--- src/rtl/ps2_scan_rx.sv ---
// PS/2 keyboard receiver: 11-bit frames in, {brk,ext,code} key codes out.
// Define PS2_RX_FIFO_EN for a FIFO_DEPTH-entry output queue (default: one holding register).
module ps2_scan_rx #(
  parameter int FILTER_LEN  = 8,
  parameter int TIMEOUT_CYC = 200000,
  parameter int FIFO_DEPTH  = 8
) (
  input  logic       clk,
  input  logic       rst,
  input  logic       ps2_clk,
  input  logic       ps2_data,
  output logic [9:0] data,
  output logic       data_valid,
  input  logic       data_ack,
  output logic       frame_err,
  output logic       overflow
);

  localparam int FW = $clog2(FILTER_LEN + 1);
  localparam int TW = $clog2(TIMEOUT_CYC + 1);

  typedef enum logic [1:0] {IDLE, DATA, PARITY, STOP} state_t;

  logic [1:0]    ck_s, dt_s;
  logic          fclk;
  logic [FW-1:0] fcnt;
  logic          flt_done, strobe, bit_in;

  state_t        state_q, state_d;
  logic [2:0]    bcnt_q, bcnt_d;
  logic [7:0]    sh_q, sh_d;
  logic          par_q, par_d;
  logic [TW-1:0] toc_q, toc_d;
  logic          timeout, done, bad;

  logic          ext_q, brk_q;
  logic          is_e0, is_f0, emit;
  logic [9:0]    code;

  always_ff @(posedge clk or posedge rst) begin
    if (rst) begin
      ck_s <= 2'b11;
      dt_s <= 2'b11;
    end else begin
      ck_s <= {ck_s[0], ps2_clk};
      dt_s <= {dt_s[0], ps2_data};
    end
  end

  assign flt_done = (fcnt == FW'(FILTER_LEN - 1));
  assign strobe   = fclk & ~ck_s[1] & flt_done;
  assign bit_in   = dt_s[1];

  // Level flips only once the synced clock has disagreed for FILTER_LEN samples.
  always_ff @(posedge clk or posedge rst) begin
    if (rst) begin
      fclk <= 1'b1;
      fcnt <= '0;
    end else if (ck_s[1] == fclk) begin
      fcnt <= '0;
    end else if (flt_done) begin
      fclk <= ck_s[1];
      fcnt <= '0;
    end else begin
      fcnt <= fcnt + FW'(1);
    end
  end

  assign timeout = (state_q != IDLE) && (toc_q == TW'(TIMEOUT_CYC));

  always_comb begin
    state_d = state_q;
    bcnt_d  = bcnt_q;
    sh_d    = sh_q;
    par_d   = par_q;
    toc_d   = '0;
    done    = 1'b0;
    bad     = 1'b0;
    if (state_q != IDLE && !strobe && toc_q != TW'(TIMEOUT_CYC))
      toc_d = toc_q + TW'(1);
    unique case (state_q)
      IDLE: if (strobe && !bit_in) begin
        state_d = DATA;
        bcnt_d  = '0;
      end
      DATA: if (strobe) begin
        sh_d   = {bit_in, sh_q[7:1]};
        bcnt_d = bcnt_q + 3'd1;
        if (bcnt_q == 3'd7) state_d = PARITY;
      end
      PARITY: if (strobe) begin
        par_d   = bit_in;
        state_d = STOP;
      end
      STOP: if (strobe) begin
        state_d = IDLE;
        if (bit_in && ^{sh_q, par_q}) done = 1'b1;
        else bad = 1'b1;
      end
      default: state_d = IDLE;
    endcase
    if (timeout) begin
      state_d = IDLE;
      bcnt_d  = '0;
      toc_d   = '0;
      bad     = 1'b1;
    end
  end

  always_ff @(posedge clk or posedge rst) begin
    if (rst) begin
      state_q <= IDLE;
      bcnt_q  <= '0;
      sh_q    <= '0;
      par_q   <= 1'b0;
      toc_q   <= '0;
    end else begin
      state_q <= state_d;
      bcnt_q  <= bcnt_d;
      sh_q    <= sh_d;
      par_q   <= par_d;
      toc_q   <= toc_d;
    end
  end

  assign is_e0 = (sh_q == 8'hE0);
  assign is_f0 = (sh_q == 8'hF0);
  assign emit  = done & ~is_e0 & ~is_f0;
  assign code  = {brk_q, ext_q, sh_q};

  always_ff @(posedge clk or posedge rst) begin
    if (rst) begin
      ext_q     <= 1'b0;
      brk_q     <= 1'b0;
      frame_err <= 1'b0;
    end else begin
      frame_err <= bad;
      if (bad || emit) begin
        ext_q <= 1'b0;
        brk_q <= 1'b0;
      end else if (done) begin
        ext_q <= ext_q | is_e0;
        brk_q <= brk_q | is_f0;
      end
    end
  end

`ifdef PS2_RX_FIFO_EN
  localparam int AW = $clog2(FIFO_DEPTH);

  logic [9:0]  mem [FIFO_DEPTH];
  logic [AW:0] wp, rp;
  logic        empty, full, pop, push;

  assign empty = (wp == rp);
  assign full  = (wp[AW] != rp[AW]) && (wp[AW-1:0] == rp[AW-1:0]);
  assign pop   = ~empty & data_ack;
  assign push  = emit & (~full | pop);

  assign data_valid = ~empty;
  assign data       = empty ? 10'd0 : mem[rp[AW-1:0]];

  always_ff @(posedge clk) begin
    if (push) mem[wp[AW-1:0]] <= code;
  end

  always_ff @(posedge clk or posedge rst) begin
    if (rst) begin
      wp       <= '0;
      rp       <= '0;
      overflow <= 1'b0;
    end else begin
      overflow <= emit & ~push;
      if (pop)  rp <= rp + (AW+1)'(1);
      if (push) wp <= wp + (AW+1)'(1);
    end
  end
`else
  logic [9:0] data_q;
  logic       valid_q;

  assign data       = data_q;
  assign data_valid = valid_q;

  // An ack in the same cycle frees the slot, so the new code replaces the old.
  always_ff @(posedge clk or posedge rst) begin
    if (rst) begin
      data_q   <= '0;
      valid_q  <= 1'b0;
      overflow <= 1'b0;
    end else begin
      overflow <= 1'b0;
      if (emit && (!valid_q || data_ack)) begin
        data_q  <= code;
        valid_q <= 1'b1;
      end else begin
        if (emit) overflow <= 1'b1;
        if (valid_q && data_ack) valid_q <= 1'b0;
      end
    end
  end
`endif

endmodule
--- config.mk ---
export PLATFORM = sky130hd
export DESIGN_NAME = ps2_scan_rx
export DESIGN_NICKNAME = d
export VERILOG_FILES = /design/src/rtl/ps2_scan_rx.sv
export SDC_FILE = /design/constraint.sdc
export NUM_CORES = 1
export LEC_CHECK = 0
export BUFFER_PORTS_ARGS = -buffer_cell sky130_fd_sc_hd__buf_2
export CAP_MARGIN = 5
export CORE_AREA = 2 2 76 78
export DETAILED_ROUTE_END_ITERATION = 8
export DIE_AREA = 0 0 78 80
export PLACE_DENSITY = 0.66
export SYNTH_ARGS = -nofsm -noshare
export SYNTH_HDL_FRONTEND = slang
export SYNTH_SLANG_ARGS = --single-unit
--- constraint.sdc ---
create_clock -name clk -period 4.4 [get_ports clk]
set_input_delay 0.44 -clock clk [delete_from_list [all_inputs] [get_ports clk]]
set_output_delay 0.44 -clock clk [all_outputs]
set_load 0.01 [all_outputs]
==> flow_summary.json <==
{
  "dominant_combinational_cell_family_by_area_after_synthesis": "simple AND/OR/NAND/NOR gates",
  "proportion_of_synthesized_chip_area_in_sequential_cells": 0.545,
  "cts.sinks": 56,
  "synthArstFlopShare": 1.00,
  "synthesized_area_divided_by_synthesized_cell_count_um2": 11.6,
  "run_status": "finished, final reports clean",
  "slew_viol_final": 0,
  "clock_tree.buffer_depth": 2,
  "maxClockFrequency_ghz": 0.484,
  "dieArea_um2": 6240,
  "htreeDepth": 2,
  "route.antenna.remaining_nets": 0,
  "post_layout_nonfiller_instances": 317,
  "i_o_pins": 18,
  "final_cell_area_um2": 2840,
  "timing.critical_path.to_type": "flop",
  "routed-via-count": 1652,
  "dominantRegCellSynth": "sky130_fd_sc_hd__dfrtp_1",
  "floorplan.initialDensity": 0.478,
  "r2r_start": "fclk",
  "floorplan.core_area_um2": 5410,
  "synth_fp_nets": 237,
  "hold-path-cell-count": 1,
  "complex_gate_fraction_of_the_synthesized_area": 0.0368,
  "ys_types": 36,
  "report.final.setup_viol": 0,
  "globalRoute.totalOverflow": 0,
  "ff_to_ff_setup_slack_ps": 2330,
  "worst_pin_slew_ps": 688,
  "yosys.area_share.simple": 0.167,
  "grt_first_pass_wirelength_um": 7200,
  "fraction_of_final_layout_cells_with_drive_strength_greater_than_1": 0.224,
  "yosys.area_share.adder": 0.0484,
  "cp_data_arrival_time_ps": 2260,
  "placed_cell_area_um2": 2750,
  "ys_top_cells_by_area": "sky130_fd_sc_hd__dfrtp_1 49%, sky130_fd_sc_hd__mux2_2 9.2%, sky130_fd_sc_hd__dfstp_2 5.1%, sky130_fd_sc_hd__ha_1 4.8%, sky130_fd_sc_hd__nor2_1 4.5%",
  "min_period_over_period": 0.470,
  "clk_latency_ps": 310,
  "leading_post_synthesis_cells_by_instance_count": "51 x sky130_fd_sc_hd__dfrtp_1, 31 x sky130_fd_sc_hd__nor2_1, 21 x sky130_fd_sc_hd__mux2_2",
  "synth.most_common_cell": "sky130_fd_sc_hd__dfrtp_1",
  "grt_max_degree": 57,
  "dieWidth_um": 78,
  "mapped_area_um2": 2580,
  "critical_path_required_ps": 4600,
  "drt_drc_violations_left": 0,
  "tritoncts": "yes",
  "first_global_vias": 1648,
  "cts-buffers-inserted": 5,
  "power_leakage_nw": 1.39,
  "synth.mux.area_fraction": 0.0916,
  "die_span_in_y_um": 80,
  "drv.max_cap_violation_count": 0,
  "yosys.area_share.xor_xnor": 0.0896,
  "finish.net_count": 259,
  "worst_voltage_drop_across_the_vdd_grid_uv": 188,
  "cts_hold_repair.buffers": 0,
  "antenna_found_initial": 0,
  "clock_skew_ps": 7.79,
  "buffer_ports.inserted": 17,
  "ys_warn_count": 0,
  "timing.slew.headroom": 0.537,
  "power_density_of_the_placed_cells_nw_per_um2": 381,
  "fin_setup_tns_ps": 0,
  "place.detailed.hpwl_um": 2870,
  "insertedDiodeCount": 0,
  "routed_wire_length_per_instance_um": 13.0,
  "drt_first_pass_iters": 5,
  "rsz0062_at_grt": "false",
  "r2r.worst_path.cells": 6,
  "timing.rr.end": "data[2]",
  "post-cts-setup-buffer-count": 0,
  "final_core_util": 0.526,
  "postCtsResizedCells": 0,
  "cts.clk_slew.worst_paths_ps": 90,
  "track_usage": 0.148,
  "critical_path_peak_fanout": 10,
  "drt_wl_total_um": 4130,
  "number_of_placed_instances_taps_included": 309,
  "worstSetupPathType": "flop to flop",
  "drt_iter0_markers": 68,
  "share_of_the_synthesized_area_in_the_top_cell_type": 0.494,
  "timing_hold_violations_final": 0,
  "layout-area-overhead-vs-synth_pct": 10.0,
  "period_needed_ps": 2070,
  "cts_root_buf": "sky130_fd_sc_hd__clkbuf_8",
  "synthCells": 222,
  "synth_top_cell_by_area": "sky130_fd_sc_hd__dfrtp_1",
  "min_from": "ps2_clk",
  "viasPerCell": 5.21,
  "hold_wc_path_type": "input port to flop",
  "min_to": "ck_s[0]",
  "row_count": 27,
  "synth_edf_count": 0,
  "timing.critical_path.from_type": "flop",
  "synth_seq_cells": 56,
  "globalplace.congestion": 0.786
}
## metal layers
layer  part of all wire  track usage
met2               0.49        0.253
met3              0.033       0.0441
met5                  0            0
met4              0.015       0.0526
met1               0.46        0.177
## flip-flops by register name, summed over array words and instances, names as in the netlist
name	flops
data	10
par_q	1
frame_err	1
ext_q	1
ck_s	2
data_valid	1
fcnt	4
overflow	1
state_q	2
toc_q	18
bcnt_q	3
fclk	1
dt_s	2
brk_q	1
sh_q	8
## power breakdown
part	internal [mW]	total, mW	switching [mW]
Clock	0.129	0.281	0.152
Combinational	0.0854	0.210	0.124
Sequential	0.554	0.592	0.0384
## critical path: stages, from the launching register on
cell and delay, ps:
sky130_fd_sc_hd__dfstp_2 540, sky130_fd_sc_hd__ha_1 130, sky130_fd_sc_hd__and4b_1 370, sky130_fd_sc_hd__nand2_1 160, sky130_fd_sc_hd__nor2_1 200, sky130_fd_sc_hd__nand4_4 230
sky130_fd_sc_hd__mux2_2 330
## stage by stage
step	setup slack (ps)	power [mW]	hold WS [ps]
2_1_floorplan	2510	0.766	345
3_3_place_gp	2390	0.808	347
3_5_place_dp	2320	0.812	347
4_1_cts	2320	1.10	212
5_1_grt	2120	1.16	199
6_report	2330	1.08	222
## cell usage in the layout, fill, tap and decap left out, drive strengths merged, types with 5 or more instances in the layout
| master | count |
|---|---|
| buf | 18 |
| clkbuf | 8 |
| dfrtp | 51 |
| dfstp | 5 |
| ha | 10 |
| inv | 11 |
| mux2 | 21 |
| nand2 | 10 |
| nand3 | 8 |
| nand4 | 5 |
| nor2 | 31 |
| nor3 | 8 |
| o21ai | 5 |
| xnor2 | 14 |
| xor2 | 9 |
## worst max-delay path by stage
stage,start,endpoint,cells past startpoint
finish,fclk,data[2],6
global route,fclk,data[0],6
CTS,fclk,bcnt_q[0],5
detailed placement,fclk,data[2],6
global placement,sh_q[4],data[2],5
floorplan,ck_s[1],toc_q[13],8
## area by class of cell
type                            count  area [µm²]
Sequential cell                    56        1410
Inverter                           11        41.3
Tap cell                           72        90.1
Fill cell                         505        2560
Timing Repair Buffer               18        92.6
Multi-Input combinational cell    152        1120
Clock buffer                        8        90.1
## cell families (layout without fill, tap and decap cells)
kind of cell	after synthesis	after routing
adders and majority gates	10	10
buffers and inverters	14	37
and+or+nand+nor	83	83
AOI/OAI and AO/OA	14	14
xor gates and xnor gates	24	24
DFF	56	56
muxes	21	21
(Power assumes the default switching activity.)
